`config.mk`:
```
export PLATFORM = sky130hd
export DESIGN_NAME = gmii_frame_gen
export DESIGN_NICKNAME = d
export VERILOG_FILES = /design/src/rtl/gmii_frame_gen_pkg.sv /design/src/rtl/gmii_frame_gen_pattern_gen.sv /design/src/rtl/gmii_frame_gen.sv
export SDC_FILE = /design/constraint.sdc
export NUM_CORES = 1
export LEC_CHECK = 0
export CAP_MARGIN = 10
export CORE_ASPECT_RATIO = 0.7
export CORE_MARGIN = 8
export CORE_UTILIZATION = 55
export DETAILED_ROUTE_END_ITERATION = 7
export PLACE_DENSITY = 0.8
export SETUP_SLACK_MARGIN = 0.3
export SYNTH_ARGS = -nofsm -noshare
export SYNTH_HDL_FRONTEND = slang
export SYNTH_SLANG_ARGS = --single-unit
```
`constraint.sdc`:
```
create_clock -name GTX_CLK -period 3.3 [get_ports GTX_CLK]
set_input_delay 0.495 -clock GTX_CLK [delete_from_list [all_inputs] [get_ports GTX_CLK]]
set_output_delay 0.495 -clock GTX_CLK [all_outputs]
set_load 0.02 [all_outputs]
```
`src/rtl/gmii_frame_gen_pkg.sv`:
```
// rtl/gmii_frame_gen_pkg.sv - shared GMII constants, pattern modes and FSM state encoding
package gmii_frame_gen_pkg;

   localparam logic [2:0] XMIT_IDLE     = 3'b001;
   localparam logic [2:0] XMIT_DATA     = 3'b010;
   localparam logic [7:0] PREAMBLE_BYTE = 8'h55;
   localparam logic [7:0] SFD_BYTE      = 8'hD5;

   localparam logic [1:0] MODE_FIXED = 2'b00;
   localparam logic [1:0] MODE_INCR  = 2'b01;
   localparam logic [1:0] MODE_LFSR  = 2'b10;
   localparam logic [1:0] MODE_RSVD  = 2'b11;

   typedef enum logic [2:0] {
      ST_IDLE  = 3'd0,
      ST_XWAIT = 3'd1,
      ST_PRE   = 3'd2,
      ST_SFD   = 3'd3,
      ST_PAY   = 3'd4,
      ST_IPG   = 3'd5,
      ST_FIN   = 3'd6
   } state_t;

   // Galois-free shift form: taps on bits 7,5,4,3 feed the new LSB
   function automatic logic [7:0] lfsr8_next(input logic [7:0] d);
      return {d[6:0], d[7] ^ d[5] ^ d[4] ^ d[3]};
   endfunction

endpackage

```
`src/rtl/gmii_frame_gen_pattern_gen.sv`:
```
// rtl/gmii_frame_gen_pattern_gen.sv - payload pattern register (fixed, incrementing, LFSR8)
module gmii_pattern_gen
   import gmii_frame_gen_pkg::*;
(
   input  logic       clk,
   input  logic       rst,
   input  logic       load,
   input  logic       advance,
   input  logic [1:0] mode,
   input  logic [7:0] seed,
   output logic [7:0] data
);

   logic [7:0] pat;

   // Reload from seed (an all-zero LFSR would lock up, so it starts at 01), else step per mode
   always_ff @(posedge clk) begin
      if (rst) begin
         pat <= 8'h00;
      end else if (load) begin
         pat <= (mode == MODE_LFSR && seed == 8'h00) ? 8'h01 : seed;
      end else if (advance) begin
         case (mode)
            MODE_INCR: pat <= pat + 8'd1;
            MODE_LFSR: pat <= lfsr8_next(pat);
            default:   pat <= pat;
         endcase
      end
   end

   assign data = pat;

endmodule

```
`src/rtl/gmii_frame_gen.sv`:
```
// rtl/gmii_frame_gen.sv - GMII transmit stimulus generator: xmit sequencing, framed bursts, TX_ER injection
module gmii_frame_gen
   import gmii_frame_gen_pkg::*;
#(
   parameter int LEN_W        = 11,
   parameter int CNT_W        = 8,
   parameter int PREAMBLE_LEN = 7,
   parameter int IPG_LEN      = 12,
   parameter int XMIT_DELAY   = 5
) (
   input  logic             GTX_CLK,
   input  logic             mr_main_reset,
   input  logic             start,
   input  logic [1:0]       mode,
   input  logic [7:0]       seed,
   input  logic [LEN_W-1:0] payload_len,
   input  logic [CNT_W-1:0] frame_count,
   input  logic             err_en,
   input  logic [LEN_W-1:0] err_index,
   output logic [7:0]       TXD,
   output logic             TX_EN,
   output logic             TX_ER,
   output logic [2:0]       xmit,
   output logic             busy,
   output logic             done,
   output logic [CNT_W-1:0] frames_sent
);

   localparam logic [LEN_W-1:0] XD_LAST  = LEN_W'(XMIT_DELAY - 1);
   localparam logic [LEN_W-1:0] PRE_LAST = LEN_W'(PREAMBLE_LEN - 1);
   localparam logic [LEN_W-1:0] IPG_LAST = LEN_W'(IPG_LEN - 1);

   state_t           state;
   logic [LEN_W-1:0] cnt;
   logic [1:0]       mode_q;
   logic [7:0]       seed_q;
   logic [LEN_W-1:0] len_q;
   logic [CNT_W-1:0] fc_q;
   logic             err_q;
   logic [LEN_W-1:0] eidx_q;
   logic [7:0]       pat_byte;
   logic             pat_load;
   logic             pat_adv;
   logic [CNT_W-1:0] sent_inc;

   // Pattern is re-seeded during every preamble and steps each time a payload byte is registered
   assign pat_load = (state == ST_PRE);
   assign pat_adv  = (state == ST_SFD && len_q != '0) ||
                     (state == ST_PAY && cnt != len_q - 1'b1);
   assign sent_inc = (frames_sent == '1) ? frames_sent : frames_sent + 1'b1;

   gmii_pattern_gen u_pattern (
      .clk     (GTX_CLK),
      .rst     (mr_main_reset),
      .load    (pat_load),
      .advance (pat_adv),
      .mode    (mode_q),
      .seed    (seed_q),
      .data    (pat_byte)
   );

   // Frame sequencer; every output is registered alongside the state it belongs to
   always_ff @(posedge GTX_CLK) begin
      if (mr_main_reset) begin
         state       <= ST_IDLE;
         cnt         <= '0;
         TXD         <= 8'h00;
         TX_EN       <= 1'b0;
         TX_ER       <= 1'b0;
         xmit        <= XMIT_IDLE;
         busy        <= 1'b0;
         done        <= 1'b0;
         frames_sent <= '0;
         mode_q      <= MODE_FIXED;
         seed_q      <= 8'h00;
         len_q       <= '0;
         fc_q        <= '0;
         err_q       <= 1'b0;
         eidx_q      <= '0;
      end else begin
         case (state)
            ST_IDLE: begin
               if (start) begin
                  mode_q      <= mode;
                  seed_q      <= seed;
                  len_q       <= payload_len;
                  fc_q        <= frame_count;
                  err_q       <= err_en;
                  eidx_q      <= err_index;
                  frames_sent <= '0;
                  busy        <= 1'b1;
                  xmit        <= XMIT_DATA;
                  cnt         <= '0;
                  state       <= ST_XWAIT;
               end
            end
            ST_XWAIT: begin
               if (cnt == XD_LAST) begin
                  cnt <= '0;
                  if (fc_q == '0) begin
                     state <= ST_FIN;
                     done  <= 1'b1;
                     busy  <= 1'b0;
                     xmit  <= XMIT_IDLE;
                  end else begin
                     state <= ST_PRE;
                     TX_EN <= 1'b1;
                     TXD   <= PREAMBLE_BYTE;
                  end
               end else begin
                  cnt <= cnt + 1'b1;
               end
            end
            ST_PRE: begin
               if (cnt == PRE_LAST) begin
                  cnt   <= '0;
                  state <= ST_SFD;
                  TXD   <= SFD_BYTE;
               end else begin
                  cnt <= cnt + 1'b1;
               end
            end
            ST_SFD: begin
               cnt <= '0;
               if (len_q == '0) begin
                  state       <= ST_IPG;
                  TX_EN       <= 1'b0;
                  TXD         <= 8'h00;
                  frames_sent <= sent_inc;
               end else begin
                  state <= ST_PAY;
                  TXD   <= pat_byte;
                  TX_ER <= err_q && (eidx_q == '0);
               end
            end
            ST_PAY: begin
               if (cnt == len_q - 1'b1) begin
                  cnt         <= '0;
                  state       <= ST_IPG;
                  TX_EN       <= 1'b0;
                  TX_ER       <= 1'b0;
                  TXD         <= 8'h00;
                  frames_sent <= sent_inc;
               end else begin
                  cnt   <= cnt + 1'b1;
                  TXD   <= pat_byte;
                  TX_ER <= err_q && (eidx_q == cnt + 1'b1);
               end
            end
            ST_IPG: begin
               if (cnt == IPG_LAST) begin
                  cnt <= '0;
                  if (frames_sent < fc_q) begin
                     state <= ST_PRE;
                     TX_EN <= 1'b1;
                     TXD   <= PREAMBLE_BYTE;
                  end else begin
                     state <= ST_FIN;
                     done  <= 1'b1;
                     busy  <= 1'b0;
                     xmit  <= XMIT_IDLE;
                  end
               end else begin
                  cnt <= cnt + 1'b1;
               end
            end
            ST_FIN: begin
               done  <= 1'b0;
               state <= ST_IDLE;
            end
            default: begin
               state <= ST_IDLE;
            end
         endcase
      end
   end

endmodule

```
==> key figures <==
Status
  – Status: complete, no violations

Logic synthesis
  – Register area share after synthesis: 0.351
  – Mapped Area: between 4000 and 5000 µm²
  – Primary FF master, synth: dfxtp_1
  – Area share of the largest cell type after synthesis: 0.351
  – Yosys warnings: 0
  – Synthesized flop and latch total: 84
  – Syn Inst Count: 620
  – Asr flop ratio synth: 0
  – Syn Area/Cell: 7.72 µm²
  – Syn Nets: roughly 680
  – Cell variety after synth: 67
  – EDFF count, synth: 0
  – Largest area contributor in the netlist: dfxtp_1
  – Top cells by area, synth: dfxtp_1, nand2_1, a21oi_1

Die
  – # IOs: 67
  – Core area: ~8400 µm²
  – Area of the die: 12000 µm²
  – Die Y: 94.0 µm
  – Die W: ~130 µm
  – Row Count: 28
  – Starting density of the core: 0.567

Detailed routing
  – Final ANT Viol Nets: 0
  – Drc violations: 0
  – Initial DRT Pass Iterations: 6
  – Total number of vias: roughly 4600
  – Detailed Route WL: roughly 13000 µm
  – Post-DR wirelength/cell: 16.1 µm
  – Via-to-Cell Ratio: 5.83
  – DRT iter0 DRCs: 472

Pwr
  – Maximum VDD drop: 0.386 mV
  – Switching share of power: 0.412
  – Power share of the clock group: 0.221
  – Share of power burned in registers: 0.350
  – Comb power frac: 0.428
  – Power Dens Cells: 728 nW/µm²
  – Lkg Pwr: 2.12 nW
  – Pint: 2.44 mW
  – Design Power: just over 4 mW
  – P_sw: 1.71 mW

GRT
  – GRT Total Usage: 0.216
  – GR Overflow Total: 0
  – Largest net degree at the start of global routing: 55
  – Vias in the first global route: 4349
  – Antenna violations before repair: 0
  – First-pass GRT wire length: 21100 µm

STA
  – Setup TNS Final: 0 ns
  – Tightest Pin Transition: 1.03 ns
  – RSZ-0062 raised after global routing: no
  – Fin crit share: 0.865
  – Setup violators final: 0
  – Setup ws final: ~0.45 ns
  – Final hold vios: 0
  – Min Tclk post-route: 2.85 ns
  – Max_slew headroom: 0.316
  – Worst Hold Slack: 0.445 ns
  – Max-slew violations: 0
  – Fmax: 350 MHz
  – Worst Skew: 0.00651 ns

Placed design
  – Placed Area: roughly 5400 µm²
  – Port bufs: between 60 and 70
  – Cell total after placement: 768
  – GP Congestion: 0.911
  – Worst slack, placed: 0.496 ns
  – Detailed Place HPWL: roughly 9200 µm

Hold path
  – Hold Path End: xmit[0]
  – Hold Crit Start: xmit[0]
  – Depth of the worst hold-timing path: 2
  – Worst hold path type: reg -> reg

Worst setup path
  – CP required: 3.53 ns
  – Worst Reg-to-Reg Cells: 11
  – CP arrival: 3.08 ns
  – Endpoint class of the critical path: flip-flop
  – RR Endpoint: cnt[9]
  – Worst-path fanout max: 17
  – WS Path Type: reg -> reg
  – R2r setup slk: about 0.45 ns
  – Worst setup SP type: flip-flop
  – Reg2Reg Launch Point: len_q[0]

CTS
  – Clock sinks: 84
  – CTS root buf: clkbuf_16
  – CTS tree: done
  – Clock Latency Late Sink: 0.34 ns
  – H-Tree Depth: 3
  – Clock slew at reported path FFs: 0.06 ns
  – Cts hold-fix bufs: 0
  – Post-CTS sizing: 0
  – Maximum root-to-sink buffer count: 2
  – CTS Buf Count: 9
  – Post-CTS setup buffers: 0

Layout
  – Area growth syn-to-layout: 19.3%
  – Inserted Diodes: 0
  – Non-filler cells, final: 785
  – Final Util: 0.676
  – Post-layout nets: ~700
  – Fraction of final layout cells sized beyond drive strength 1: 0.0602
  – Fin area: about 5700 µm²

Flow run
  – Max_cap viols: 0
## flip-flops by register name, indices dropped and copies added (netlist names)
signal,cells
len_q,11
TX_ER,1
state,3
u_pattern.data,8
xmit,2
TXD,8
fc_q,8
TX_EN,1
seed_q,8
err_q,1
eidx_q,11
cnt,11
frames_sent,8
done,1
mode_q,2
## per-layer routing
metal	GRT usage	vias up	routed length (µm)
met5	0	-	0
met4	0.0759	0	262
met3	0.0646	24	1010
met2	0.348	192	5670
met1	0.272	2132	5690
li1	-	2231	-
## cell usage in the layout (no fill, tap or decap), drive strengths merged, types with 2 or more instances in the layout
cell,n
nor4,8
nand3,19
a21oi,71
and2,5
and4,2
nand4,6
o21a,2
ha,15
or4,2
clkdlybuf4s50,64
a2111oi,4
nor3,16
o31a,2
o22ai,5
a22oi,3
clkinv,2
nor2,44
xor2,15
or3,7
or2,3
nor3b,3
a221oi,2
a211oi,12
o21ai,23
buf,8
nand4b,3
nand2,123
inv,19
a21o,6
mux2i,8
dfxtp,84
a31oi,5
xnor2,24
nor4b,2
and3,11
nor2b,2
clkbuf,14
nand2b,6
## cell families (layout without fill, tap and decap cells)
group,count (synthesis),count (layout),synth area share
and+or+nand+nor,264,264,0.267
AOI/OAI and AO/OA,146,146,0.195
DFF,84,84,0.351
buffers and inverters,62,107,0.0541
xor gates and xnor gates,39,39,0.0730
adders and majority gates,15,15,0.0392
muxes,9,9,0.0191
other,1,1,0.000784
## cells in the mapped netlist, types with 3 or more instances
| cell | instances |
|---|---|
| nand2_1 | 120 |
| dfxtp_1 | 84 |
| a21oi_1 | 71 |
| nor2_1 | 42 |
| clkbuf_1 | 33 |
| xnor2_1 | 23 |
| o21ai_0 | 22 |
| inv_1 | 19 |
| nand3_1 | 19 |
| ha_1 | 15 |
| xor2_1 | 15 |
| nor3_1 | 14 |
| and3_1 | 11 |
| a211oi_1 | 10 |
| mux2i_1 | 8 |
| nor4_1 | 7 |
| or3_1 | 7 |
| a21o_1 | 6 |
| nand2b_1 | 6 |
| nand4_1 | 6 |
| a31oi_1 | 5 |
| and2_1 | 5 |
| o22ai_1 | 5 |
| buf_4 | 4 |
| a2111oi_0 | 3 |
| buf_2 | 3 |
| nand4b_1 | 3 |
| nor3b_1 | 3 |
## how the worst max path moves through the flow
stage	cells past startpoint	slack, ns	from	to
6_report	11	0.45	len_q[0]	cnt[9]
5_1_grt	11	0.31	len_q[0]	u_pattern.data[2]
4_1_cts	11	0.47	len_q[0]	cnt[9]
3_5_place_dp	11	0.50	len_q[0]	u_pattern.data[1]
3_3_place_gp	10	0.67	cnt[0]	TXD[2]
2_1_floorplan	11	0.68	len_q[0]	u_pattern.data[1]
## critical path: stages, from the launching register on
cell       delay [ns]
dfxtp_1          0.46
inv_1            0.08
ha_1             0.30
nor2_1           0.15
nor2_1           0.06
a221oi_1         0.33
o2111ai_1        0.21
o31ai_4          0.19
buf_4            0.31
a211oi_2         0.19
a21o_1           0.25
a22o_1           0.22
## power groups by stage
stage	sequential [mW]	clock, mW	combinational (mW)
floorplan	1.42	0	1.32
global placement	1.46	0	1.68
detailed placement	1.47	0	1.75
CTS	1.45	0.927	1.76
global route	1.48	0.976	1.98
finish	1.46	0.919	1.78
## final cells by class
class | instances | area [µm²]
multi-input combinational | 474 | 2840
fill | 716 | 2730
sequential | 84 | 1680
timing repair buffer | 72 | 698
clock buffer | 14 | 254
tap | 120 | 150
inverter | 19 | 71.3
clock inverter | 2 | 10.0
(Power assumes the default switching activity.)
